**src/rtl/svc_soc_io_pkg.sv**
```systemverilog
// Shared types and widths for the SOC I/O register bus arbiter.
package svc_soc_io_pkg;

    localparam int IO_ADDR_W = 32;
    localparam int IO_DATA_W = 32;

    typedef struct packed {
        logic                 we;
        logic [IO_ADDR_W-1:0] addr;
        logic [IO_DATA_W-1:0] wdata;
        logic [3:0]           wstrb;
    } io_req_t;

endpackage

```
**src/rtl/svc_soc_io_skid.sv**
```systemverilog
// One-entry request register for the debug port: accepts when empty, empties on issue.
module svc_soc_io_skid
    import svc_soc_io_pkg::*;
(
    input  logic    clk,
    input  logic    rst_n,
    input  logic    in_valid,
    output logic    in_ready,
    input  io_req_t in_req,
    input  logic    issue,
    output logic    out_valid,
    output io_req_t out_req
);

    logic    valid_q, valid_d;
    io_req_t req_q, req_d;

    // Ready depends only on the flop, so there is no combinational ready-through.
    assign in_ready  = !valid_q;
    assign out_valid = valid_q;
    assign out_req   = req_q;

    always_comb begin
        valid_d = valid_q;
        req_d   = req_q;
        if (issue) begin
            valid_d = 1'b0;
        end
        if (in_valid && !valid_q) begin
            valid_d = 1'b1;
            req_d   = in_req;
        end
    end

    always_ff @(posedge clk or negedge rst_n) begin
        if (!rst_n) begin
            valid_q <= 1'b0;
            req_q   <= '0;
        end else begin
            valid_q <= valid_d;
            req_q   <= req_d;
        end
    end

endmodule

```
**src/rtl/svc_soc_io_arb.sv**
```systemverilog
// Two-master I/O bus arbiter: CPU passes straight through, debug port fills idle channel slots.
module svc_soc_io_arb
    import svc_soc_io_pkg::*;
#(
    parameter int          RD_LATENCY   = 1,
    parameter int unsigned STARVE_LIMIT = 255,
    parameter int          CNT_W        = 16
) (
    input  logic        clk,
    input  logic        rst_n,
    input  logic        cpu_io_ren,
    input  logic [31:0] cpu_io_raddr,
    output logic [31:0] cpu_io_rdata,
    input  logic        cpu_io_wen,
    input  logic [31:0] cpu_io_waddr,
    input  logic [31:0] cpu_io_wdata,
    input  logic [3:0]  cpu_io_wstrb,
    input  logic        dbg_valid,
    output logic        dbg_ready,
    input  logic        dbg_we,
    input  logic [31:0] dbg_addr,
    input  logic [31:0] dbg_wdata,
    input  logic [3:0]  dbg_wstrb,
    output logic        dbg_rvalid,
    output logic [31:0] dbg_rdata,
    output logic        dbg_starve,
    output logic        io_ren,
    output logic [31:0] io_raddr,
    input  logic [31:0] io_rdata,
    output logic        io_wen,
    output logic [31:0] io_waddr,
    output logic [31:0] io_wdata,
    output logic [3:0]  io_wstrb
);

    io_req_t            dbg_req;
    io_req_t            pend_req;
    logic               pend_valid;
    logic               wr_issue;
    logic               rd_issue;
    logic               issue;
    logic               rd_owner_q, rd_owner_d;
    logic [CNT_W-1:0]   wait_q, wait_d;

    assign dbg_req = '{we: dbg_we, addr: dbg_addr, wdata: dbg_wdata, wstrb: dbg_wstrb};

    svc_soc_io_skid u_skid (
        .clk      (clk),
        .rst_n    (rst_n),
        .in_valid (dbg_valid),
        .in_ready (dbg_ready),
        .in_req   (dbg_req),
        .issue    (issue),
        .out_valid(pend_valid),
        .out_req  (pend_req)
    );

    // A channel is free only when the CPU leaves its enable low in this cycle.
    assign wr_issue = pend_valid &&  pend_req.we && !cpu_io_wen;
    assign rd_issue = pend_valid && !pend_req.we && !cpu_io_ren;
    assign issue    = wr_issue || rd_issue;

    assign io_wen   = cpu_io_wen || wr_issue;
    assign io_waddr = wr_issue ? pend_req.addr  : cpu_io_waddr;
    assign io_wdata = wr_issue ? pend_req.wdata : cpu_io_wdata;
    assign io_wstrb = wr_issue ? pend_req.wstrb : cpu_io_wstrb;

    assign io_ren   = cpu_io_ren || rd_issue;
    assign io_raddr = rd_issue ? pend_req.addr : cpu_io_raddr;

    assign cpu_io_rdata = io_rdata;

    // Response timing follows the downstream read latency; data is zero outside a response.
    assign dbg_rvalid = (RD_LATENCY == 0) ? rd_issue : rd_owner_q;
    assign dbg_rdata  = dbg_rvalid ? io_rdata : '0;

    assign dbg_starve = 64'(wait_q) > 64'(STARVE_LIMIT);

    always_comb begin
        rd_owner_d = rd_issue;
        wait_d     = wait_q;
        if (issue) begin
            wait_d = '0;
        end else if (pend_valid && (wait_q != {CNT_W{1'b1}})) begin
            wait_d = wait_q + 1'b1;
        end
    end

    always_ff @(posedge clk or negedge rst_n) begin
        if (!rst_n) begin
            rd_owner_q <= 1'b0;
            wait_q     <= '0;
        end else begin
            rd_owner_q <= rd_owner_d;
            wait_q     <= wait_d;
        end
    end

endmodule

```
**config.mk**
```make
export PLATFORM = sky130hd
export DESIGN_NAME = svc_soc_io_arb
export DESIGN_NICKNAME = d
export VERILOG_FILES = /design/src/rtl/svc_soc_io_pkg.sv /design/src/rtl/svc_soc_io_skid.sv /design/src/rtl/svc_soc_io_arb.sv
export SDC_FILE = /design/constraint.sdc
export NUM_CORES = 1
export LEC_CHECK = 0
export BUFFER_PORTS_ARGS = -buffer_cell sky130_fd_sc_hd__buf_2
export CORE_AREA = 10 10 136 138
export DETAILED_ROUTE_END_ITERATION = 8
export DIE_AREA = 0 0 146 148
export GPL_TIMING_DRIVEN = 0
export PLACE_DENSITY = 0.73
export RECOVER_POWER = 50
export SLEW_MARGIN = 20
export SYNTH_ARGS = -nofsm -noshare
export SYNTH_HDL_FRONTEND = slang
export SYNTH_SLANG_ARGS = --single-unit
```
**constraint.sdc**
```tcl
create_clock -name clk -period 1.9 [get_ports clk]
set_input_delay 0.38 -clock clk [delete_from_list [all_inputs] [get_ports clk]]
set_output_delay 0.38 -clock clk [all_outputs]
set_load 0.01 [all_outputs]
```
# ---- Yosys cells after proc, flatten, opt, wreduce, memory -nomap -nowiden
# Cells that the tools add are included.
dict set report totals {
  regBits 87
  latchBits 0
  ram_bits 0
  rom_bits 0
  in_bits 206
  out_inout_bits 169
  word_cells 34
  n_memories 0
}
dict set report op_classes {
  n_addsub 1
  mul 0
  div 0
  n_lt_le_gt_ge 1
  n_eq_ne 1
  n_shift 0
  n_mux 9
  bitwise 0
  reduce_logical 15
}
# operator n
set ops {}
lappend ops {{32-bit 2-to-1 mux} 4}
lappend ops {{16-bit 2-to-1 mux} 2}
lappend ops {{16-bit by 1-bit adder with 16-bit output (second input constant)} 1}
lappend ops {{16-bit by 8-bit greater-than comparator with 1-bit output (second input constant)} 1}
lappend ops {{16-bit inequality test (second input constant)} 1}
lappend ops {{1-bit logical AND} 6}
lappend ops {{1-bit zero test} 4}
lappend ops {{4-bit 2-to-1 mux} 1}
lappend ops {{2-bit nonzero test} 2}
lappend ops {{1-bit logical OR} 3}
lappend ops {{1-bit 2-to-1 mux} 2}

# ---- Logic depth before layout (Yosys ltp)
# Gate-level depths: netlist of the first run.
dict set report logic_depth {
  ltp_word 6
  depth_mapped 6
  depth_no_buf 5
}

# ---- By module
# Synthesis of the first run repeated with hierarchy kept, for this count alone.
dict set report unflattened {
  cells_unflattened 582
  area_unflattened_um2 5654.2
}
# module instances cells_per_inst area_per_inst_um2 seq_area_each_um2
set modules_own_cells {}
lappend modules_own_cells {svc_soc_io_skid 1 150 2972.9 1751.7}
lappend modules_own_cells {svc_soc_io_arb 1 432 2681.3 425.4}

# ---- Worst setup path before layout of the first run
# OpenSTA, ideal clock, no wires.
dict set report synth_path {
  path_type {register -> output}
  start {reg u_skid.valid_q, in the netlist u_skid.out_valid}
  end {out io_wdata[14]}
  arrival_time_ns 1.517
  t_required_ns 1.520
  slack_ns 0.003
  path_stages_with_launch 5
  n_path_buf 2
  cell_sequence {dfrtp_1 -> nand3b_1 -> buf_1 -> buf_2 -> mux2_2}
}
dict set report synth_between {
  elab_chain_len 3
}
# element line
set synth_lines {}
lappend synth_lines {{start: declaration} svc_soc_io_skid.sv:15} ;# logic valid_q, valid_d;
lappend synth_lines {{start signal: assignment} svc_soc_io_skid.sv:40} ;# valid_q <= valid_d;
lappend synth_lines {{1-bit logical AND (2 in series)} svc_soc_io_arb.sv:59} ;# assign wr_issue = pend_valid && pend_req.we && !cpu_io_wen;
lappend synth_lines {{32-bit 2-to-1 mux} svc_soc_io_arb.sv:65} ;# assign io_wdata = wr_issue ? pend_req.wdata : cpu_io_wdata;
lappend synth_lines {{end: declaration} svc_soc_io_arb.sv:32} ;# output logic [31:0] io_wdata,
# No other way between the ends.

# ---- Final worst setup path of the first run
dict set report layout_path {
  start {reg u_skid.req_q (netlist bit u_skid.out_req[68])}
  end {out io_raddr[16]}
}
dict set report layout_between {
  elab_chain_len 4
}
# element line
set layout_lines {}
lappend layout_lines {{start: declaration} svc_soc_io_skid.sv:16} ;# io_req_t req_q, req_d;
lappend layout_lines {{start signal: assignment} svc_soc_io_skid.sv:41} ;# req_q <= req_d;
lappend layout_lines {{1-bit zero test} svc_soc_io_arb.sv:60} ;# assign rd_issue = pend_valid && !pend_req.we && !cpu_io_ren;
lappend layout_lines {{1-bit logical AND (2 in series)} svc_soc_io_arb.sv:60}
lappend layout_lines {{32-bit 2-to-1 mux} svc_soc_io_arb.sv:69} ;# assign io_raddr = rd_issue ? pend_req.addr : cpu_io_raddr;
lappend layout_lines {{end: declaration} svc_soc_io_arb.sv:28} ;# output logic [31:0] io_raddr,
# No other way between the ends.

==> results.cfg, run 1 <==
[status]
status = finished with violations
violations = negative setup slack

[cts]
cts_tree = yes
numCtsBuffers = 9
clk_path_buf_depth = 2
cts_sinks = 87
path_clk_slew_ns = 0.07
cts_root_buf = clkbuf_16
htree_levels = 3
clkLatencyLatePin_ns = 0.34

[drt]
ant_nets = 0
vias_per_cell = 4.78
via_count = 5119
detail_route.wl_per_cell_um = 22.0
first_iter_violations = 209
drc = 0
finalWirelength_um = 23600
first_pass_iters = 4

[floorplanning]
fp.dieH_um = 148
io_pins = 375
start_util = 0.331
core-area_mm2 = 0.0157
die_w_um = 146
die_area_mm2 = 0.0216
num_rows = 46

[pwr]
power.switching_mw = 3.29
p_comb_frac = 0.484
p_int_mw = 6.68
powerDensity_mw_per_mm2 = 1100
p_leak_nw = 4.70
seqPwrFrac = 0.323
power_mw = 9.97
ir_worst_vdd_v = 0.000638
switching_share = 0.330
p_clk_frac = 0.193

[grt]
antenna_found_initial = 4
grt_max_degree = 45
track_usage = 0.202
grt_pass1_wl_um = 33900
grt_overflow = 0
grt_pass1_vias = 5647

[cells_and_area]
multi_input_area_mm2 = 0.00301
layout-drive-gt1-share = 0.758
final_common_cell = buf_2
fin_cells = 1071
design_area_mm2 = 0.00905
final-seq-area_mm2 = 0.00218
layout_common_cells = buf_2 (285), buf_6 (93), mux2_2 (86), dfrtp_1 (86), mux2_4 (84)
nNetsFinal = 1053
fillers = 1303
syn_to_final_growth_pct = 74.1

[worst_setup_path]
crit_path_max_incr_delay_ns = 0.40
r2r_start = u_skid.out_valid$_DFFE_PN0P_
path_delay_family = buffers and inverters
r2r-end = wait_q[13]$_DFFE_PN0P_
path_max_fanout = 10
slowest_stage = dfrtp_1
crit_type = flip-flop to output port
r2r_slack_ns = 0.05
end_kind = output port
cp_data_arrival_time_ns = 1.81
crit_path_cell_trace = nand2b_4, nor2_4, buf_12, buf_12, mux2_2, buf_2
cp.buffers_inverters = 3
crit_path_frequent_cell = buf_12
setup.worst_path.start_class = flip-flop
rr_worst_depth = 7
cp.required_ns = 1.52

[synthesis]
synth-seq-cells = 87
synth_nets = 648
yosys.area.top_type = dfrtp_1
syn_area_mm2 = 0.00520
muxShareOfSynthArea = 0.368
seq_area_frac_synth = 0.419
synth-adder-area-share = 0.00241
syn_inst = 441
yosysWarnings = 0
synth_top_family_by_area = multiplexers
synth_cell_types = 35
yosys.area_share.simple = 0.105
synth-xor-area-share = 0
synth_compound_area_frac = 0.0366
synth_top_area_share = 0.419
avgSynthCellArea_um2 = 11.8
synthTopCellsByArea = dfrtp_1 (42%), mux2_2 (37%), buf_4 (4.6%)

[placement]
dpl-instance-area_mm2 = 0.00738
gp_congestion = 0.847
hpwl_um = 18000
placed_cells = 1032
io_buffers = 374

[sta]
relSlewSlack = 0.248
period_minus_slack_ns = 2.19
worstMarginPinSlew_ns = 1.13
final_hold_viol_count = 0
skew_ns = 0.00694
final-setup-viol-count = 100
setup_slack_ns = -0.291
rsz0062_at_grt = yes
period_share = 1.15
slew_violations = 0
fmax_mhz = 456

[job]
drv_cap = 0

[worst_hold_path]
min_to = u_skid.out_req[24]$_DFFE_PN0P_
hold_path_startpoint = dbg_wdata[20]
hold_depth = 2
hold_path.class = primary input to flip-flop
worst max path at each step:
stage | start | endpoint | slack (ns) | cells past startpoint
6_report | u_skid.out_req[68]$_DFFE_PN0P_ | io_raddr[16] | -0.29 | 6
5_1_grt | u_skid.out_req[68]$_DFFE_PN0P_ | io_raddr[16] | -0.37 | 6
4_1_cts | u_skid.out_valid$_DFFE_PN0P_ | io_raddr[19] | -0.33 | 7
3_5_place_dp | u_skid.out_req[68]$_DFFE_PN0P_ | io_raddr[28] | -0.84 | 5
3_3_place_gp | u_skid.out_req[68]$_DFFE_PN0P_ | io_raddr[28] | -0.83 | 5
2_1_floorplan | u_skid.out_valid$_DFFE_PN0P_ | io_wdata[14] | 0.003 | 4
power groups by stage:
stage / logic [mW] / registers (mW) / clock network [mW]
finish: 4.82 / 3.22 / 1.92
global route: 5.14 / 3.31 / 2.06
CTS: 4.43 / 3.18 / 1.98
detailed placement: 3.40 / 3.18 / 0
global placement: 3.32 / 3.16 / 0
floorplan: 2.18 / 2.93 / 0
layer usage:
layer / wire length, µm / global-route usage
met4: 810 / 0.0926
met2: 12500 / 0.360
met5: 0 / 0
met1: 8380 / 0.205
met3: 1870 / 0.0775
synth_stat cells:
| library cell | number |
|---|---|
| nand2b_1 | 2 |
| buf_2 | 6 |
| nand4_1 | 6 |
| buf_1 | 5 |
| or2_0 | 1 |
| o211a_1 | 2 |
| and2_1 | 33 |
| a21oi_1 | 11 |
| a21o_1 | 2 |
| or4_1 | 5 |
| or2_2 | 3 |
| and4_1 | 2 |
| buf_4 | 32 |
| or3_1 | 8 |
| nor2b_1 | 1 |
| and3_1 | 1 |
| nand3_1 | 6 |
| nand2_1 | 11 |
| inv_1 | 4 |
| a2bb2oi_1 | 1 |
| nand4_2 | 1 |
| ha_1 | 1 |
| clkbuf_1 | 15 |
| nand4b_1 | 1 |
| nor4_2 | 1 |
| nor3_1 | 2 |
| o31ai_1 | 4 |
| o21ai_0 | 9 |
| dfrtp_1 | 87 |
| a211oi_1 | 1 |
| nand3b_1 | 1 |
| nor2_1 | 3 |
| nor4_1 | 2 |
| o2111ai_1 | 1 |
| mux2_2 | 170 |
area by class of cell:
| cell class | count | share of cell area |
|---|---|---|
| Inverter | 4 | 0.00166 |
| Clock buffer | 10 | 0.0253 |
| Buffer | 57 | 0.0539 |
| Antenna cell | 4 | 0.00111 |
| Multi-Input combinational cell | 292 | 0.333 |
| Sequential cell | 87 | 0.241 |
| Tap cell | 216 | 0.0299 |
| Clock inverter | 6 | 0.0102 |
| Timing Repair Buffer | 395 | 0.305 |
cells by family after synthesis:
family | after synthesis
buf+inv | 62
mux | 170
fa+ha+maj | 1
simple gates | 90
flops | 87
compound gates | 31
registers in the layout (all words and copies together), names as in the netlist:
| name | cells |
|---|---|
| u_skid.out_valid | 1 |
| dbg_rvalid | 1 |
| wait_q | 16 |
| u_skid.out_req | 69 |
what timing repair did:
action / 4_1_cts / 5_1_grt
cloned: 2 / 3
setup buffers: 11 / 4
hold endpoints to repair: 43 / 0
pin swaps: 2 / 5
hold buffers: 1 / 0
setup endpoints to repair: 179 / 164
gates resized for setup: 179 / 95
stage by stage:
step / setup slack (ns) / hold slack, ns / TNS, ns / util
finish: -0.291 / 0.258 / -22.96 / 0.576
global route: -0.370 / 0.244 / -30.38 / 0.576
CTS: -0.329 / 0.245 / -27.23 / 0.551
detailed placement: -0.845 / 0.328 / -70.82 / 0.469
global placement: -0.833 / 0.485 / -101.75 / 0.467
floorplan: 0.00328 / 0.0844 / 0 / -
(Power assumes the default switching activity.)
==> inputs of run 2 (changes only) <==
--- a/config.mk
+++ b/config.mk
@@ -5,8 +5,10 @@
 export SDC_FILE = /design/constraint.sdc
 export NUM_CORES = 1
 export LEC_CHECK = 0
+export ABC_CLOCK_PERIOD_IN_PS = 1900
 export BUFFER_PORTS_ARGS = -buffer_cell sky130_fd_sc_hd__buf_2
 export CORE_AREA = 10 10 136 138
+export CTS_BUF_LIST = sky130_fd_sc_hd__clkbuf_16
 export DETAILED_ROUTE_END_ITERATION = 8
 export DIE_AREA = 0 0 146 148
 export GPL_TIMING_DRIVEN = 0
==> results.cfg, run 2 (same netlist as run 1, synthesis figures left out) <==
[status]
status = finished with violations
violations = negative setup slack

[cts]
path_clk_slew_ns = 0.07
clkLatencyLatePin_ns = 0.34
numCtsBuffers = 9
cts_root_buf = clkbuf_16
cts_sinks = 87
cts_tree = yes
clk_path_buf_depth = 2
htree_levels = 3

[sta]
fmax_mhz = 456
final_hold_viol_count = 0
setup_slack_ns = -0.291
skew_ns = 0.00694
rsz0062_at_grt = yes
slew_violations = 0
period_share = 1.15
worstMarginPinSlew_ns = 1.13
final-setup-viol-count = 100
period_minus_slack_ns = 2.19
timing.hold.ws_ns = 0.258
setup_tns_ns = -22.96
relSlewSlack = 0.248

[drt]
drc = 0
first_pass_iters = 4
finalWirelength_um = 23600
vias_per_cell = 4.78
ant_nets = 0
detail_route.wl_per_cell_um = 22.0
via_count = 5119
first_iter_violations = 209

[worst_setup_path]
crit_path_cell_trace = nand2b_4, nor2_4, buf_12, buf_12, mux2_2, buf_2
cp.buffers_inverters = 3
cp_data_arrival_time_ns = 1.81
crit_type = flip-flop to output port
slowest_stage = dfrtp_1
path_max_fanout = 10
cp.required_ns = 1.52
setup.worst_path.start_class = flip-flop
crit_path_max_incr_delay_ns = 0.40
end_kind = output port
path_delay_family = buffers and inverters
crit_path_frequent_cell = buf_12

[grt]
antenna_found_initial = 4
grt_overflow = 0
grt_pass1_vias = 5647
track_usage = 0.202
grt_pass1_wl_um = 33900
grt_max_degree = 45

[placement]
io_buffers = 374
gp_congestion = 0.847
dp_slack_ns = -0.845
dpl-instance-area_mm2 = 0.00738
hpwl_um = 18000
placed_cells = 1032

[floorplanning]
die_w_um = 146
fp.dieH_um = 148
num_rows = 46
die_area_mm2 = 0.0216
io_pins = 375
core-area_mm2 = 0.0157
start_util = 0.331

[pwr]
power_mw = 9.96
p_leak_nw = 4.71
powerDensity_mw_per_mm2 = 1100
ir_worst_vdd_v = 0.000638

[job]
drv_cap = 0

[cells_and_area]
fin_cells = 1071
layout_common_cells = buf_2 (285), buf_6 (93), mux2_2 (86), dfrtp_1 (86), mux2_4 (84)
largest_reg_flops = 69
post-route-util = 0.576
nNetsFinal = 1053
design_area_mm2 = 0.00905
layout-drive-gt1-share = 0.758
syn_to_final_growth_pct = 74.1
final_common_cell = buf_2

[worst_hold_path]
hold_path.class = primary input to flip-flop
[run 2: cell count changes in the layout (fill, tap and decap cells not counted), sizes merged]
cell / before / now
clkbuf: 27 / 26
inv: 6 / 7
[run 2: worst register-to-register path, cell delays in order (launching register included)]
cell,delay [ns]
dfrtp_2,0.40
buf_12,0.11
buf_4,0.09
nand4_1,0.12
or2_1,0.27
buf_6,0.14
or4_4,0.51
a21oi_2,0.14
[run 2: repair_timing]
action	4_1_cts	5_1_grt
buffers inserted	11	4
resized for setup	179	95
cloned	2	3
setup endpoints to repair	179	164
pin swaps	2	5
hold buffers	1	0
endpoints found under the hold margin	43	0
[run 2: where the power goes]
part,internal (mW),switching [mW],leakage (nW),total (mW)
clock,1.16,0.758,0.154,1.91
sequential,2.59,0.630,1.05,3.22
combinational,2.92,1.90,3.51,4.82
[run 2: final timing paths]
check	startpoint	depth (start not counted)	to	slack, ns
setup / recovery	u_skid.out_req[68]$_DFFE_PN0P_	6	io_raddr[16]	-0.29
hold / removal	dbg_wdata[20]	2	u_skid.out_req[24]$_DFFE_PN0P_	0.26
setup reg to reg	u_skid.out_valid$_DFFE_PN0P_	7	wait_q[13]$_DFFE_PN0P_	0.05
hold reg to reg	u_skid.out_req[15]$_DFFE_PN0P_	1	u_skid.out_req[15]$_DFFE_PN0P_	0.50
max in group asynchronous	rst_n	3	u_skid.out_valid$_DFFE_PN0P_	0.30
min in group asynchronous	rst_n	2	u_skid.out_req[24]$_DFFE_PN0P_	0.80
[run 2: cell type report]
| type | count | area, µm² |
|---|---|---|
| diodes | 4 | 10.0 |
| plain buffers | 57 | 488 |
| clock buffers | 9 | 225 |
| clock inverters | 7 | 96.3 |
| fillers | 1303 | 6660 |
| inverters | 4 | 15.0 |
| multi-input cells | 292 | 3010 |
| flip-flops and latches | 87 | 2180 |
| well taps | 216 | 270 |
| repair buffers | 395 | 2760 |
[run 2: layer usage]
| metal | wire length (µm) | vias to the layer above | part of all wire | global-route usage |
|---|---|---|---|---|
| met4 | 810 | 0 | 0.034 | 0.0926 |
| met5 | 0 | - | 0 | 0 |
| met1 | 8380 | 2464 | 0.36 | 0.205 |
| li1 | - | 2370 | - | - |
| met3 | 1870 | 36 | 0.079 | 0.0775 |
| met2 | 12500 | 249 | 0.53 | 0.360 |
